<file path="config.mk">
export PLATFORM = sky130hd
export DESIGN_NAME = bp_cfg_loader
export DESIGN_NICKNAME = d
export VERILOG_FILES = /design/src/rtl/bp_cfg_loader_pkg.sv /design/src/rtl/bp_cfg_loader_cmd_gen.sv /design/src/rtl/bp_cfg_loader.sv
export SDC_FILE = /design/constraint.sdc
export NUM_CORES = 1
export LEC_CHECK = 0
export BUFFER_PORTS_ARGS = -buffer_cell sky130_fd_sc_hd__buf_2
export CAP_MARGIN = 20
export CORE_ASPECT_RATIO = 1.1
export CORE_UTILIZATION = 46
export DETAILED_ROUTE_END_ITERATION = 7
export PLACE_DENSITY = 0.82
export SYNTH_ARGS = -nofsm -noshare
export SYNTH_HDL_FRONTEND = slang
export SYNTH_HIERARCHICAL = 1
export SYNTH_SLANG_ARGS = --single-unit
</file>
<file path="constraint.sdc">
create_clock -name clk_i -period 1.5 [get_ports clk_i]
set_input_delay 0.225 -clock clk_i [delete_from_list [all_inputs] [get_ports clk_i]]
set_output_delay 0.225 -clock clk_i [all_outputs]
set_load 0.03 [all_outputs]
</file>
<file path="src/rtl/bp_cfg_loader_pkg.sv">
// Shared types for the boot-time config loader: register map, FSM states, command payload.
// Optional feature macro: BP_CFG_LOADER_READBACK_EN (adds the e_readback state).
package bp_cfg_loader_pkg;

  localparam int unsigned cmd_core_width_lp = 8;
  localparam int unsigned cmd_data_width_lp = 32;

  typedef enum logic [1:0] {
    e_cfg_freeze      = 2'd0,
    e_cfg_core_id     = 2'd1,
    e_cfg_cce_mode    = 2'd2,
    e_cfg_icache_mode = 2'd3
  } bp_cfg_reg_e;

  typedef enum logic [2:0] {
    e_reset    = 3'd0,
    e_freeze   = 3'd1,
    e_program  = 3'd2,
    e_unfreeze = 3'd3,
    e_done     = 3'd4
`ifdef BP_CFG_LOADER_READBACK_EN
    , e_readback = 3'd5
`endif
  } bp_cfg_loader_state_e;

  // Widest-case payload; the top trims core/data to its parameterised port widths.
  typedef struct packed {
    logic                         w;
    logic [cmd_core_width_lp-1:0] core;
    bp_cfg_reg_e                  addr;
    logic [cmd_data_width_lp-1:0] data;
  } bp_cfg_cmd_s;

  // Programming-phase register index 0..2 maps onto core_id, cce_mode, icache_mode.
  function automatic bp_cfg_reg_e program_reg(input logic [1:0] idx);
    return bp_cfg_reg_e'(idx + 2'd1);
  endfunction

endpackage

</file>
<file path="src/rtl/bp_cfg_loader_cmd_gen.sv">
// Combinational config command generator: FSM state + counters -> command payload.
// Optional feature macro: BP_CFG_LOADER_READBACK_EN (read-back commands in the program phase).
module bp_cfg_loader_cmd_gen
  import bp_cfg_loader_pkg::*;
#(
  parameter int unsigned cnt_width_p   = 1,
  parameter int unsigned cce_mode_p    = 0,
  parameter int unsigned icache_mode_p = 0
) (
  input  bp_cfg_loader_state_e   state_i,
  input  logic [cnt_width_p-1:0] core_cnt_i,
  input  logic [1:0]             reg_cnt_i,
  input  logic                   read_i,
  output bp_cfg_cmd_s            cmd_o
);

  // Decode the command for the current phase; idle states present all zeros.
  always_comb begin
    cmd_o = '0;
    case (state_i)
      e_freeze: begin
        cmd_o.w    = 1'b1;
        cmd_o.core = cmd_core_width_lp'(core_cnt_i);
        cmd_o.addr = e_cfg_freeze;
        cmd_o.data = cmd_data_width_lp'(1);
      end
`ifdef BP_CFG_LOADER_READBACK_EN
      e_program, e_readback: begin
`else
      e_program: begin
`endif
        cmd_o.w    = ~read_i;
        cmd_o.core = cmd_core_width_lp'(core_cnt_i);
        cmd_o.addr = program_reg(reg_cnt_i);
        case (program_reg(reg_cnt_i))
          e_cfg_core_id:     cmd_o.data = cmd_data_width_lp'(core_cnt_i);
          e_cfg_cce_mode:    cmd_o.data = cmd_data_width_lp'(cce_mode_p);
          e_cfg_icache_mode: cmd_o.data = cmd_data_width_lp'(icache_mode_p);
          default:           cmd_o.data = '0;
        endcase
      end
      e_unfreeze: begin
        cmd_o.w    = 1'b1;
        cmd_o.core = cmd_core_width_lp'(core_cnt_i);
        cmd_o.addr = e_cfg_freeze;
        cmd_o.data = '0;
      end
      default: cmd_o = '0;
    endcase
  end

endmodule

</file>
<file path="src/rtl/bp_cfg_loader.sv">
// Boot-time config sequencer: freeze all cores, program id/cce/icache modes, unfreeze.
// Optional feature macro: BP_CFG_LOADER_READBACK_EN (read back each programmed register, flag mismatches).
module bp_cfg_loader
  import bp_cfg_loader_pkg::*;
#(
  parameter int unsigned num_core_p       = 1,
  parameter int unsigned cfg_addr_width_p = 8,
  parameter int unsigned cfg_data_width_p = 16,
  parameter int unsigned cce_mode_p       = 0,
  parameter int unsigned icache_mode_p    = 0,
  localparam int unsigned core_width_lp   = (num_core_p > 1) ? $clog2(num_core_p) : 1,
  localparam int unsigned cnt_width_lp    = $clog2(num_core_p) + 1
) (
  input  logic                        clk_i,
  input  logic                        reset_i,
  output logic                        cfg_v_o,
  output logic                        cfg_w_o,
  output logic [core_width_lp-1:0]    cfg_core_o,
  output logic [cfg_addr_width_p-1:0] cfg_addr_o,
  output logic [cfg_data_width_p-1:0] cfg_data_o,
  input  logic                        cfg_ready_i,
  output logic                        freeze_o,
  output logic                        done_o
`ifdef BP_CFG_LOADER_READBACK_EN
  , input  logic                        cfg_rdata_v_i
  , input  logic [cfg_data_width_p-1:0] cfg_rdata_i
  , output logic                        err_o
`endif
);

  bp_cfg_loader_state_e    state_r, state_n;
  logic [cnt_width_lp-1:0] core_cnt_r, core_cnt_n;
  logic [1:0]              reg_cnt_r, reg_cnt_n;
  logic                    hs, last_core, last_reg, prog_step, rd_phase;
  bp_cfg_cmd_s             cmd;
  logic                    unused_cmd_bits;

`ifdef BP_CFG_LOADER_READBACK_EN
  logic rd_phase_r, rd_phase_n;
  logic err_r, err_n;
  assign rd_phase = rd_phase_r;
  assign err_o    = err_r;
`else
  assign rd_phase = 1'b0;
`endif

  assign hs        = cfg_v_o & cfg_ready_i;
  assign last_core = (core_cnt_r == cnt_width_lp'(num_core_p - 1));
  assign last_reg  = (reg_cnt_r == 2'd2);

  bp_cfg_loader_cmd_gen #(
    .cnt_width_p   (cnt_width_lp),
    .cce_mode_p    (cce_mode_p),
    .icache_mode_p (icache_mode_p)
  ) u_cmd_gen (
    .state_i    (state_r),
    .core_cnt_i (core_cnt_r),
    .reg_cnt_i  (reg_cnt_r),
    .read_i     (rd_phase),
    .cmd_o      (cmd)
  );

  // Command presentation: valid in every issuing phase, fields follow the counters.
  assign cfg_v_o    = (state_r == e_freeze) | (state_r == e_program) | (state_r == e_unfreeze);
  assign cfg_w_o    = cmd.w;
  assign cfg_core_o = core_width_lp'(cmd.core);
  assign cfg_addr_o = cfg_addr_width_p'(cmd.addr);
  assign cfg_data_o = cfg_data_width_p'(cmd.data);
  assign freeze_o   = (state_r != e_done);
  assign done_o     = (state_r == e_done);

  assign unused_cmd_bits = ^{cmd.core, cmd.data};

  // Next-state and counter advance; counters move only when a command retires.
  always_comb begin
    state_n    = state_r;
    core_cnt_n = core_cnt_r;
    reg_cnt_n  = reg_cnt_r;
    prog_step  = 1'b0;
`ifdef BP_CFG_LOADER_READBACK_EN
    rd_phase_n = rd_phase_r;
    err_n      = err_r;
`endif
    case (state_r)
      e_reset: state_n = e_freeze;
      e_freeze: begin
        if (hs) begin
          if (last_core) begin
            core_cnt_n = '0;
            state_n    = e_program;
          end else begin
            core_cnt_n = core_cnt_r + cnt_width_lp'(1);
          end
        end
      end
      e_program: begin
`ifdef BP_CFG_LOADER_READBACK_EN
        if (hs) begin
          if (!rd_phase_r) begin
            rd_phase_n = 1'b1;
          end else begin
            rd_phase_n = 1'b0;
            state_n    = e_readback;
          end
        end
`else
        prog_step = hs;
`endif
      end
`ifdef BP_CFG_LOADER_READBACK_EN
      e_readback: begin
        if (cfg_rdata_v_i) begin
          prog_step = 1'b1;
          if (cfg_rdata_i != cfg_data_o) err_n = 1'b1;
        end
      end
`endif
      e_unfreeze: begin
        if (hs) begin
          if (last_core) begin
            core_cnt_n = '0;
            state_n    = e_done;
          end else begin
            core_cnt_n = core_cnt_r + cnt_width_lp'(1);
          end
        end
      end
      e_done:  state_n = e_done;
      default: state_n = e_reset;
    endcase

    if (prog_step) begin
      if (last_reg) begin
        reg_cnt_n = '0;
        if (last_core) core_cnt_n = '0;
        else           core_cnt_n = core_cnt_r + cnt_width_lp'(1);
      end else begin
        reg_cnt_n = reg_cnt_r + 2'd1;
      end
      state_n = (last_reg && last_core) ? e_unfreeze : e_program;
    end
  end

  // State and counter registers with synchronous reset.
  always_ff @(posedge clk_i) begin
    if (reset_i) begin
      state_r    <= e_reset;
      core_cnt_r <= '0;
      reg_cnt_r  <= '0;
`ifdef BP_CFG_LOADER_READBACK_EN
      rd_phase_r <= 1'b0;
      err_r      <= 1'b0;
`endif
    end else begin
      state_r    <= state_n;
      core_cnt_r <= core_cnt_n;
      reg_cnt_r  <= reg_cnt_n;
`ifdef BP_CFG_LOADER_READBACK_EN
      rd_phase_r <= rd_phase_n;
      err_r      <= err_n;
`endif
    end
  end

endmodule

</file>
-- Word-level counts from Yosys, hierarchy flattened
Cells that the tools add are included.
W data, S select, Z words.
- register bits after elaboration: 6
- input bits: 3
- output and inout bits: 29
- word-level logic and storage cells: 41
- eq/ne operators: 12
- muxes and demuxes: 16
- add/subtract/negate cells: 2
- reductions and logical operators: 4
- bitwise operators: 4
- operators by type and width (operator ; count):
    $pmux W43 S3 ; 1
    $mux W3 ; 5
    $ne A3 B3 Y1 const B ; 5
    $pmux W3 S5 ; 1
    $mux W1 ; 8
    $eq A3 B2 Y1 const B ; 2
    $reduce_and A5 Y1 ; 1
    $eq A3 B1 Y1 const B ; 1
    $eq A3 B3 Y1 const B ; 1
    $logic_not A3 Y1 ; 1
    $add A2 B1 Y2 const B ; 1
    $eq A2 B1 Y1 const B ; 1
    $eq A2 B2 Y1 const B ; 1
    $mux W2 ; 1
    $ne A2 B2 Y1 const B ; 1
    $or A1 B1 Y1 ; 2
    $reduce_or A2 Y1 ; 1
    $add A1 B1 Y1 const B ; 1
    $and A1 B1 Y1 ; 1
    $logic_and A1 B1 Y1 ; 1
    $not A1 Y1 ; 1

-- Depth between registers and ports, before layout
Gate-level depths: netlist (run 1).
- word-level depth: 8
- depth in mapped cells: 4
- gate-level depth less buffers: 4

-- By module
The synthesis (run 1) kept the hierarchy.
- by module, submodules not included (module ; area each (µm²) ; cells an instance ; times used):
    bp_cfg_loader_cmd_gen ; 382.9 ; 52 ; 1
    bp_cfg_loader ; 341.6 ; 41 ; 1

-- Worst setup path before layout (run 1)
No wires, ideal clock.
- path kind: register to output
- start: register state_r[0]
- end: output cfg_core_o
- path slack: 0.010 ns
- path buffers: 0
- data required time: 1.275 ns
- cell stages (with the launch flop): 3
- arrival time: 1.265 ns
- cell sequence: dfxtp_1 -> nor2_1 -> nor3b_1
- cells in the longest elaborated chain, start to end: 2
- ends and longest elaborated chain (what ; line ; text):
    start, declared ; bp_cfg_loader.sv:31 ; bp_cfg_loader_state_e state_r, state_n;
    start signal, assigned ; bp_cfg_loader.sv:147 ; state_r <= e_reset;
    start signal, assigned ; bp_cfg_loader.sv:155 ; state_r <= state_n;
    $eq A3 B2 Y1 or $eq A3 B1 Y1 (tied branches) ; bp_cfg_loader_cmd_gen.sv:20 ; case (state_i)
    $pmux W43 S3 * ; bp_cfg_loader_cmd_gen.sv:20 ;
    end, declared ; bp_cfg_loader.sv:18 ; output logic [core_width_lp-1:0] cfg_core_o,
Every way passes the cells marked *; elsewhere a longest branch is shown, timed or not.

-- Final worst setup path (run 1)
- start: register reg_cnt_r[0]
- end: output cfg_addr_o[1]
- cells in the longest elaborated chain, start to end: 2
- ends and longest elaborated chain (what ; line ; text):
    start, declared ; bp_cfg_loader.sv:33 ; logic [1:0] reg_cnt_r, reg_cnt_n;
    start signal, assigned ; bp_cfg_loader.sv:157 ; reg_cnt_r <= reg_cnt_n;
    $add A2 B1 Y2 ; bp_cfg_loader_pkg.sv:36 ; return bp_cfg_reg_e'(idx + 2'd1);
    $pmux W43 S3 ; bp_cfg_loader_cmd_gen.sv:20 ;
    end, declared ; bp_cfg_loader.sv:19 ; output logic [cfg_addr_width_p-1:0] cfg_addr_o,
Every way passes these cells.

==> results of run 1 <==
==> routing by layer <==
layer	track usage	routed length, µm
met2	0.269	524
met3	0.0407	58
met4	0.110	0
met1	0.165	388
met5	0	0
==> stage by stage <==
| stage | hold slack [ns] | setup WS [ns] |
|---|---|---|
| after floorplan | 0.287 | 0.00964 |
| after global placement | 0.477 | 0.184 |
| after detailed placement | 0.485 | 0.149 |
| after CTS | 0.234 | 0.0155 |
| after global routing | 0.228 | -0.0159 |
| final | 0.240 | 0.0159 |
==> sequential cells by signal, indices dropped and copies added, names as in the netlist <==
register	cells
reg_cnt_r	2
core_cnt_r	1
state_r	3
==> final timing paths <==
kind | endpoint | slack (ns)
setup reg to reg | state_r[2]$_SDFFE_PP0P_ | 0.30
hold reg to reg | state_r[1]$_SDFFE_PP0P_ | 0.60
setup / recovery | cfg_addr_o[1] | 0.02
hold / removal | core_cnt_r$_SDFF_PP0_ | 0.24
==> placed cells by master, fill, tap and decap left out, types with 3 or more instances in the layout <==
cell / n
sky130_fd_sc_hd__conb_1: 22
sky130_fd_sc_hd__buf_2: 8
sky130_fd_sc_hd__nor2_1: 5
sky130_fd_sc_hd__inv_1: 4
sky130_fd_sc_hd__dfxtp_2: 4
sky130_fd_sc_hd__nand2b_1: 3
sky130_fd_sc_hd__clkbuf_4: 3
sky130_fd_sc_hd__buf_4: 3
==> area by class of cell <==
class,count,area [µm²]
clock buffer,3,22.5
fill,115,440
inverter,5,18.8
multi-input combinational,58,349
sequential,6,129
tap,14,17.5
timing repair buffer,12,73.8
==> worst max-delay path, cell delays in order (launching register included) <==
cell and delay [ns]:
sky130_fd_sc_hd__dfxtp_4 0.34, sky130_fd_sc_hd__inv_1 0.07, sky130_fd_sc_hd__ha_4 0.26, sky130_fd_sc_hd__and4bb_2 0.22
sky130_fd_sc_hd__buf_6 0.13
==> power by group <==
group	internal, mW	total (mW)	switching (mW)
logic	0.0464	0.182	0.136
clock network	0.0904	0.147	0.0568
registers	0.169	0.190	0.0214
total	0.306	0.520	0.214
==> timing repair <==
action,CTS,global route
endpoints found under the setup margin,3,7
setup buffers,1,1
resized for setup,6,8
pin swaps,0,1
==> run_summary.xml, run 1 <==
<?xml version="1.0" encoding="UTF-8"?>
<metrics>
  <group name="floorplanning">
    <metric name="die_height" unit="µm">38.3</metric>
    <metric name="die_w" unit="µm">35.0</metric>
    <metric name="fp-row-count" unit="">12</metric>
    <metric name="num_io_pins" unit="">32</metric>
    <metric name="start_util" unit="">0.525</metric>
    <metric name="core_area" unit="µm²">1050</metric>
    <metric name="die-area" unit="µm²">1340</metric>
  </group>
  <group name="run">
    <metric name="maxCapViolations" unit="">0</metric>
  </group>
  <group name="global_route">
    <metric name="gr-usage-all-layers" unit="">0.155</metric>
    <metric name="grt_antenna_before_repair" unit="">0</metric>
    <metric name="grt-ovfl-total" unit="">0</metric>
    <metric name="first_global_vias" unit="">375</metric>
    <metric name="grt_pass1_wl" unit="µm">1490</metric>
    <metric name="grt_start_max_net_pins" unit="">14</metric>
  </group>
  <group name="route">
    <metric name="detail_route.vias_per_cell" unit="">4.46</metric>
    <metric name="vias" unit="">437</metric>
    <metric name="final_routed_drc_violation_total" unit="">0</metric>
    <metric name="routed_wirelength" unit="µm">971</metric>
    <metric name="drt-pass1-iter-count" unit="">4</metric>
    <metric name="initialDrtViolationCount" unit="">3</metric>
    <metric name="route.detailed.wl_per_inst" unit="µm">9.91</metric>
    <metric name="ant_nets" unit="">0</metric>
  </group>
  <group name="hold_path">
    <metric name="number_of_cells_on_the_worst_hold_path" unit="">2</metric>
    <metric name="holdCritStartpoint" unit="">cfg_ready_i</metric>
    <metric name="timing.hold.worst.class" unit="">in2reg</metric>
  </group>
  <group name="finish">
    <metric name="antenna-diode-count" unit="">0</metric>
    <metric name="final_design_area_no_fill" unit="µm²">611</metric>
    <metric name="final-instance-count-excl-fill" unit="">98</metric>
    <metric name="synthToLayoutAreaGrowth" unit="%">10.7</metric>
    <metric name="finalNetCount" unit="">90</metric>
    <metric name="share_of_cells_above_drive_strength_1" unit="">0.333</metric>
    <metric name="utilization" unit="">0.581</metric>
  </group>
  <group name="sta">
    <metric name="min_period_over_period" unit="">0.989</metric>
    <metric name="final.setup.tns" unit="ns">0</metric>
    <metric name="fmax" unit="GHz">0.674</metric>
    <metric name="layout_min_cycle_time" unit="ns">1.48</metric>
    <metric name="setup-violations-final" unit="">0</metric>
    <metric name="skew" unit="ns">0.00855</metric>
    <metric name="timing_max_transition_violations_final" unit="">0</metric>
    <metric name="final-hold-violation-count" unit="">0</metric>
  </group>
  <group name="clocking">
    <metric name="cts_root_buf" unit="">sky130_fd_sc_hd__clkbuf_4</metric>
    <metric name="clkTransAtPathRegs" unit="ns">0.05</metric>
    <metric name="insertion_delay" unit="ns">0.24</metric>
    <metric name="cts_tree" unit="">built</metric>
    <metric name="cts_buffers" unit="">3</metric>
    <metric name="clock-sinks" unit="">6</metric>
    <metric name="cts-htree-levels" unit="">1</metric>
    <metric name="cts.hold.buffers_added" unit="">0</metric>
    <metric name="clockBufferDepth" unit="">2</metric>
  </group>
  <group name="critical_path">
    <metric name="cp-start-kind" unit="">flop</metric>
    <metric name="worst_r2r_startpoint" unit="">state_r[0]$_SDFFE_PP0P_</metric>
    <metric name="critical_path_startpoint" unit="">reg_cnt_r[0]$_SDFFE_PP0P_</metric>
    <metric name="reg2regPathDepth" unit="">3</metric>
    <metric name="crit_fanout" unit="">2</metric>
    <metric name="worstPathArrival" unit="ns">1.26</metric>
    <metric name="required" unit="ns">1.27</metric>
    <metric name="worst_setup_path_end_kind" unit="">output port</metric>
    <metric name="timing.setup.critical_path_class" unit="">reg2out</metric>
  </group>
  <group name="power_and_ir_drop">
    <metric name="total_power" unit="µW">520</metric>
    <metric name="worst_ir_drop_vdd" unit="V">0.000364</metric>
    <metric name="power-per-cell-area" unit="nW/µm²">851</metric>
    <metric name="leakagePower" unit="nW">0.288</metric>
  </group>
  <group name="yosys">
    <metric name="syn_avg_cell_area" unit="µm²">7.88</metric>
    <metric name="yosys_warnings" unit="">6</metric>
    <metric name="synthesis.area" unit="µm²">552</metric>
    <metric name="synth_cells" unit="">70</metric>
  </group>
  <group name="outcome">
    <metric name="run_status" unit="">finished, final reports clean</metric>
  </group>
  <group name="placed_design">
    <metric name="buffer_ports.inserted" unit="">10</metric>
    <metric name="placed_cells_incl_taps" unit="">93</metric>
    <metric name="detailedPlacementHpwl" unit="µm">647</metric>
    <metric name="globalplace.congestion" unit="">0.800</metric>
    <metric name="post_dp_cell_area" unit="µm²">537</metric>
  </group>
</metrics>
Note: power is estimated with default switching activity, not from simulation.
==> run 2: changes to the inputs <==
REMOVE_ABC_BUFFERS = 1   (was unset)
==> run 2 against run 1 <==
Against the previous run: sequential share of layout area up 0.63 points; sequential power is essentially flat; routed wire length is 5.0% lower; register-to-register slack is essentially flat; critical endpoint unchanged; final cell count down 1.0%; combinational power fell by 2%; critical path depth is the same; utilization shrank 0.60 points; sequential cell count did not move.
==> run_summary.xml, run 2 (same netlist as run 1, synthesis figures left out) <==
<?xml version="1.0" encoding="UTF-8"?>
<metrics>
  <group name="outcome">
    <metric name="run_status" unit="">finished, final reports clean</metric>
  </group>
  <group name="route">
    <metric name="highest-signal-layer" unit="">met3</metric>
    <metric name="drt-pass1-iter-count" unit="">5</metric>
    <metric name="vias" unit="">430</metric>
    <metric name="detailroute.wirelength.met2" unit="µm">470</metric>
    <metric name="initialDrtViolationCount" unit="">11</metric>
    <metric name="routed_wirelength" unit="µm">922</metric>
    <metric name="final_routed_drc_violation_total" unit="">0</metric>
    <metric name="m1WireLength" unit="µm">390</metric>
    <metric name="ant_nets" unit="">0</metric>
    <metric name="route.detailed.wl_per_inst" unit="µm">9.51</metric>
    <metric name="dr_wl_met3" unit="µm">61</metric>
    <metric name="detail_route.vias_per_cell" unit="">4.43</metric>
  </group>
  <group name="floorplanning">
    <metric name="fp-row-count" unit="">12</metric>
    <metric name="die_w" unit="µm">35.0</metric>
    <metric name="core_area" unit="µm²">1050</metric>
    <metric name="num_io_pins" unit="">32</metric>
    <metric name="die_height" unit="µm">38.3</metric>
    <metric name="start_util" unit="">0.525</metric>
    <metric name="die-area" unit="µm²">1340</metric>
  </group>
  <group name="finish">
    <metric name="layout_top_registers" unit="">state_r (3), reg_cnt_r (2), core_cnt_r (1)</metric>
    <metric name="largest_register" unit="">state_r</metric>
    <metric name="largest_register_ff_count" unit="">3</metric>
    <metric name="finalNetCount" unit="">89</metric>
    <metric name="antenna-diode-count" unit="">0</metric>
    <metric name="layout_commonest_cell" unit="">sky130_fd_sc_hd__conb_1</metric>
    <metric name="synthToLayoutAreaGrowth" unit="%">9.52</metric>
    <metric name="share_of_cells_above_drive_strength_1" unit="">0.325</metric>
    <metric name="commonest_cells_after_routing_fill_and_taps_aside" unit="">sky130_fd_sc_hd__conb_1, sky130_fd_sc_hd__buf_2, sky130_fd_sc_hd__nor2_1</metric>
  </group>
  <group name="clocking">
    <metric name="cts.hold.buffers_added" unit="">0</metric>
    <metric name="cts_root_buf" unit="">sky130_fd_sc_hd__clkbuf_4</metric>
    <metric name="insertion_delay" unit="ns">0.24</metric>
    <metric name="cts-htree-levels" unit="">1</metric>
    <metric name="clkTransAtPathRegs" unit="ns">0.04</metric>
    <metric name="clock-sinks" unit="">6</metric>
    <metric name="cts_buffers" unit="">3</metric>
    <metric name="clockBufferDepth" unit="">2</metric>
    <metric name="cts_tree" unit="">built</metric>
  </group>
  <group name="sta">
    <metric name="timing_max_transition_violations_final" unit="">0</metric>
    <metric name="grt_setup_unrepaired" unit="">yes</metric>
    <metric name="whs" unit="ns">0.219</metric>
    <metric name="skew" unit="ns">0.000537</metric>
    <metric name="final-hold-violation-count" unit="">0</metric>
    <metric name="min_period_over_period" unit="">0.977</metric>
    <metric name="timing.final.ws_setup" unit="ns">0.0349</metric>
    <metric name="setup-violations-final" unit="">0</metric>
    <metric name="layout_min_cycle_time" unit="ns">1.47</metric>
    <metric name="fmax" unit="GHz">0.683</metric>
  </group>
  <group name="global_route">
    <metric name="first_global_vias" unit="">340</metric>
    <metric name="grt_pass1_wl" unit="µm">1460</metric>
    <metric name="gr-usage-all-layers" unit="">0.157</metric>
    <metric name="grt_start_max_net_pins" unit="">14</metric>
    <metric name="grt_antenna_before_repair" unit="">0</metric>
    <metric name="grt-ovfl-total" unit="">0</metric>
  </group>
  <group name="hold_path">
    <metric name="timing.hold.worst.class" unit="">in2reg</metric>
  </group>
  <group name="power_and_ir_drop">
    <metric name="leakagePower" unit="nW">0.284</metric>
    <metric name="power-per-cell-area" unit="nW/µm²">850</metric>
    <metric name="worst_ir_drop_vdd" unit="V">0.000468</metric>
  </group>
  <group name="critical_path">
    <metric name="worstPathArrival" unit="ns">1.24</metric>
    <metric name="crit_fanout" unit="">5</metric>
    <metric name="worst_setup_path_end_kind" unit="">output port</metric>
    <metric name="cp-start-kind" unit="">flop</metric>
    <metric name="required" unit="ns">1.27</metric>
    <metric name="timing.setup.critical_path_class" unit="">reg2out</metric>
  </group>
  <group name="placed_design">
    <metric name="detailedPlacementHpwl" unit="µm">601</metric>
    <metric name="globalplace.congestion" unit="">0.814</metric>
    <metric name="dpl_worst_slack" unit="ns">0.143</metric>
    <metric name="buffer_ports.inserted" unit="">10</metric>
  </group>
  <group name="run">
    <metric name="maxCapViolations" unit="">0</metric>
  </group>
</metrics>
-- run 2: cell types whose count changed in the layout (fill, tap and decap cells not counted), sizes merged --
cell	previous run	this run
buf	12	11
-- run 2: final cells by class --
type	count	area [µm²]
multi-input combinational	58	345
timing repair buffer	11	66.3
fill	103	447
inverter	5	21.3
clock buffer	3	22.5
sequential	6	131
tap	14	17.5
-- run 2: worst max-delay path: stages, from the launching register on --
cell and delay (ns):
sky130_fd_sc_hd__dfxtp_4 0.37, sky130_fd_sc_hd__inv_4 0.04, sky130_fd_sc_hd__ha_4 0.24, sky130_fd_sc_hd__and4bb_2 0.22, sky130_fd_sc_hd__buf_6 0.13
-- run 2: timing repair --
action	4_1_cts	5_1_grt
setup endpoints to repair	4	8
buffers inserted	1	0
pin swaps	0	1
cloned	0	0
resized for setup	6	10
-- run 2: where the power goes --
group / leakage [nW] / switching (mW) / internal (mW)
Clock: 0.0138 / 0.0555 / 0.0903
Sequential: 0.0515 / 0.0223 / 0.167
Combinational: 0.219 / 0.134 / 0.0446
Total: 0.284 / 0.211 / 0.302
-- run 2: path summary, 6_finish.rpt --
kind / startpoint / endpoint / slack (ns) / cells after the start
setup / recovery: reg_cnt_r[1]$_SDFFE_PP0P_ / cfg_addr_o[1] / 0.03 / 4
hold / removal: reset_i / state_r[2]$_SDFFE_PP0P_ / 0.22 / 2
setup reg to reg: state_r[0]$_SDFFE_PP0P_ / state_r[2]$_SDFFE_PP0P_ / 0.30 / 3
hold reg to reg: reg_cnt_r[1]$_SDFFE_PP0P_ / reg_cnt_r[1]$_SDFFE_PP0P_ / 0.52 / 2
-- run 2: per-layer routing --
layer  vias up  GRT usage
met5         -          0
met4         0     0.0900
met3         0     0.0698
met2        23      0.236
met1       190      0.185
li1        217          -
-- run 2: per-stage QoR --
step	std cells	util	area [µm²]	power (mW)	TNS [ns]
final	97	0.575	604	0.514	0
after global routing	97	0.575	604	0.553	-0.0142
after CTS	97	0.551	579	0.516	0
after detailed placement	93	0.511	537	0.361	0
after global placement	93	0.511	537	0.359	0
after floorplan	69	-	469	0.330	0
==> run 3: changes to the inputs <==
BUFFER_PORTS_ARGS = -buffer_cell sky130_fd_sc_hd__clkbuf_2   (was -buffer_cell sky130_fd_sc_hd__buf_2)
==> run 3 against run 2 <==
Against the previous run: highest routed layer is now met4; fmax fell by 1.3%; via count rose by 4.0%; combinational power barely moved; count of clock-buffer cells in the layout did not move; design area rose by 0.21%; utilization rose by 0.12 points; worst hold slack improved by 0.0071 ns; non-clock buffer count did not move; sequential cell count did not move; critical endpoint unchanged; register-to-register slack barely moved; first-iteration DRC count fell by 36%.
==> run_summary.xml, run 3 (same netlist as run 1, synthesis figures left out) <==
<?xml version="1.0" encoding="UTF-8"?>
<metrics>
  <group name="hold_path">
    <metric name="timing.hold.worst.class" unit="">in2reg</metric>
    <metric name="number_of_cells_on_the_worst_hold_path" unit="">2</metric>
    <metric name="holdCritStartpoint" unit="">reset_i</metric>
    <metric name="holdPathEnd" unit="">state_r[2]$_SDFFE_PP0P_</metric>
  </group>
  <group name="route">
    <metric name="final_routed_drc_violation_total" unit="">0</metric>
    <metric name="initialDrtViolationCount" unit="">7</metric>
    <metric name="detail_route.vias_per_cell" unit="">4.61</metric>
    <metric name="vias" unit="">447</metric>
    <metric name="routed_wirelength" unit="µm">907</metric>
    <metric name="drt-pass1-iter-count" unit="">4</metric>
    <metric name="ant_nets" unit="">0</metric>
    <metric name="route.detailed.wl_per_inst" unit="µm">9.35</metric>
  </group>
  <group name="clocking">
    <metric name="cts-htree-levels" unit="">1</metric>
    <metric name="clockBufferDepth" unit="">2</metric>
    <metric name="cts_buffers" unit="">3</metric>
    <metric name="cts_root_buf" unit="">sky130_fd_sc_hd__clkbuf_4</metric>
    <metric name="cts_tree" unit="">built</metric>
    <metric name="clkTransAtPathRegs" unit="ns">0.04</metric>
    <metric name="insertion_delay" unit="ns">0.25</metric>
    <metric name="clock-sinks" unit="">6</metric>
    <metric name="cts.hold.buffers_added" unit="">0</metric>
  </group>
  <group name="critical_path">
    <metric name="timing.setup.critical_path_class" unit="">reg2out</metric>
    <metric name="cpPeakStageDelay" unit="ns">0.37</metric>
    <metric name="cp-start-kind" unit="">flop</metric>
    <metric name="crit_fanout" unit="">5</metric>
    <metric name="reg2regPathDepth" unit="">3</metric>
    <metric name="rr_endpoint" unit="">state_r[2]$_SDFFE_PP0P_</metric>
    <metric name="rrSetupSlack" unit="ns">0.29</metric>
    <metric name="worst_setup_path_end_kind" unit="">output port</metric>
    <metric name="cp_cell_sequence" unit="">inv_4 &gt; ha_4 &gt; and4bb_2 &gt; buf_8</metric>
    <metric name="required" unit="ns">1.27</metric>
    <metric name="slowest_stage" unit="">sky130_fd_sc_hd__dfxtp_4</metric>
    <metric name="worstPathArrival" unit="ns">1.26</metric>
    <metric name="worst_r2r_startpoint" unit="">state_r[0]$_SDFFE_PP0P_</metric>
  </group>
  <group name="placed_design">
    <metric name="buffer_ports.inserted" unit="">10</metric>
    <metric name="placed_cells_incl_taps" unit="">93</metric>
    <metric name="detailedPlacementHpwl" unit="µm">633</metric>
    <metric name="globalplace.congestion" unit="">0.815</metric>
  </group>
  <group name="run">
    <metric name="maxCapViolations" unit="">0</metric>
  </group>
  <group name="sta">
    <metric name="min_period_over_period" unit="">0.990</metric>
    <metric name="layout_min_cycle_time" unit="ns">1.48</metric>
    <metric name="fmax" unit="GHz">0.674</metric>
    <metric name="grt_setup_unrepaired" unit="">yes</metric>
    <metric name="final-hold-violation-count" unit="">0</metric>
    <metric name="timing_max_transition_violations_final" unit="">0</metric>
    <metric name="skew" unit="ns">0.00476</metric>
    <metric name="whs" unit="ns">0.226</metric>
    <metric name="setup-violations-final" unit="">0</metric>
  </group>
  <group name="global_route">
    <metric name="grt_antenna_before_repair" unit="">0</metric>
    <metric name="grt_start_max_net_pins" unit="">14</metric>
    <metric name="first_global_vias" unit="">370</metric>
    <metric name="gr-usage-all-layers" unit="">0.159</metric>
    <metric name="grt-ovfl-total" unit="">0</metric>
    <metric name="grt_pass1_wl" unit="µm">1510</metric>
  </group>
  <group name="finish">
    <metric name="filler_cells" unit="">95</metric>
    <metric name="commonest_cells_after_routing_fill_and_taps_aside" unit="">sky130_fd_sc_hd__conb_1, sky130_fd_sc_hd__clkbuf_2, sky130_fd_sc_hd__nor2_1</metric>
    <metric name="share_of_cells_above_drive_strength_1" unit="">0.325</metric>
    <metric name="layout_top_registers" unit="">state_r (3), reg_cnt_r (2), core_cnt_r (1)</metric>
    <metric name="synthToLayoutAreaGrowth" unit="%">9.75</metric>
    <metric name="largest_register_ff_count" unit="">3</metric>
    <metric name="final-instance-count-excl-fill" unit="">97</metric>
    <metric name="layout_commonest_cell" unit="">sky130_fd_sc_hd__conb_1</metric>
    <metric name="finalNetCount" unit="">89</metric>
    <metric name="antenna-diode-count" unit="">0</metric>
    <metric name="largest_register" unit="">state_r</metric>
  </group>
  <group name="floorplanning">
    <metric name="die_w" unit="µm">35.0</metric>
    <metric name="fp-row-count" unit="">12</metric>
    <metric name="core_area" unit="µm²">1050</metric>
    <metric name="start_util" unit="">0.525</metric>
    <metric name="die_height" unit="µm">38.3</metric>
    <metric name="die-area" unit="µm²">1340</metric>
    <metric name="num_io_pins" unit="">32</metric>
  </group>
  <group name="power_and_ir_drop">
    <metric name="worst_ir_drop_vdd" unit="V">0.000496</metric>
    <metric name="power-per-cell-area" unit="nW/µm²">850</metric>
    <metric name="leakagePower" unit="nW">0.285</metric>
    <metric name="total_power" unit="µW">515</metric>
  </group>
  <group name="outcome">
    <metric name="run_status" unit="">finished, final reports clean</metric>
  </group>
</metrics>
-- run 3: changes by cell type in the layout (fill, tap and decap cells not counted) --
| cell | previous run | this run |
|---|---|---|
| sky130_fd_sc_hd__buf_2 | 8 | 2 |
| sky130_fd_sc_hd__buf_8 | 0 | 1 |
| sky130_fd_sc_hd__buf_4 | 2 | 1 |
| sky130_fd_sc_hd__buf_6 | 1 | 0 |
| sky130_fd_sc_hd__clkbuf_2 | 0 | 7 |
-- run 3: metrics by stage --
stage	setup TNS (ns)	setup slack (ns)	instance area, µm²	utilization
floorplan	0	0.00964	469	-
global placement	0	0.168	537	0.511
detailed placement	0	0.127	537	0.511
CTS	0	0.00365	582	0.554
global route	-0.0291	-0.0291	606	0.576
finish	0	0.0153	606	0.576
-- run 3: worst max-delay path: cells and delay by family, from the launching register on --
kind | cells | cell delay (ns)
adder cells (fa/ha/maj) | 1 | 0.24
buffers and inverters | 2 | 0.17
flip-flops | 1 | 0.37
AND/OR/NAND/NOR | 1 | 0.24
-- run 3: what timing repair did --
item	4_1_cts	5_1_grt
pin swaps	0	1
hold endpoints to repair	0	0
cloned	0	0
buffers inserted	1	0
gates resized for setup	7	10
setup endpoints to repair	5	8
-- run 3: layout make-up --
class / count / area, µm² / area share
timing repair buffer: 11 / 67.6 / 0.112
sequential: 6 / 131 / 0.217
clock buffer: 3 / 22.5 / 0.0372
inverter: 5 / 21.3 / 0.0351
tap: 14 / 17.5 / 0.0289
multi-input combinational: 58 / 345 / 0.570
-- run 3: how the worst max path moves through the flow --
stage                              startpoint            end  slack (ns)  depth (start not counted)
floorplan             state_r[0]$_SDFFE_PP0P_     cfg_core_o        0.01                          2
global placement    reg_cnt_r[0]$_SDFFE_PP0P_  cfg_addr_o[1]        0.17                          4
detailed placement  reg_cnt_r[0]$_SDFFE_PP0P_  cfg_addr_o[1]        0.13                          4
CTS                 reg_cnt_r[1]$_SDFFE_PP0P_  cfg_addr_o[1]       0.004                          4
global route        reg_cnt_r[1]$_SDFFE_PP0P_  cfg_addr_o[1]       -0.03                          4
finish              reg_cnt_r[1]$_SDFFE_PP0P_  cfg_addr_o[1]        0.02                          4
-- run 3: routing by layer --
layer / share of wire / wire [µm] / global-route usage
met1: 0.39 / 353 / 0.180
met4: 0.017 / 15 / 0.110
met3: 0.077 / 70 / 0.0581
met2: 0.52 / 468 / 0.250
met5: 0 / 0 / 0
-- run 3: power by group --
| part | switching [mW] | leakage, nW | internal (mW) | total [mW] |
|---|---|---|---|---|
| Combinational | 0.135 | 0.219 | 0.0424 | 0.177 |
| Clock | 0.0583 | 0.0138 | 0.0905 | 0.149 |
| Sequential | 0.0214 | 0.0515 | 0.167 | 0.189 |
| Total | 0.214 | 0.285 | 0.300 | 0.515 |
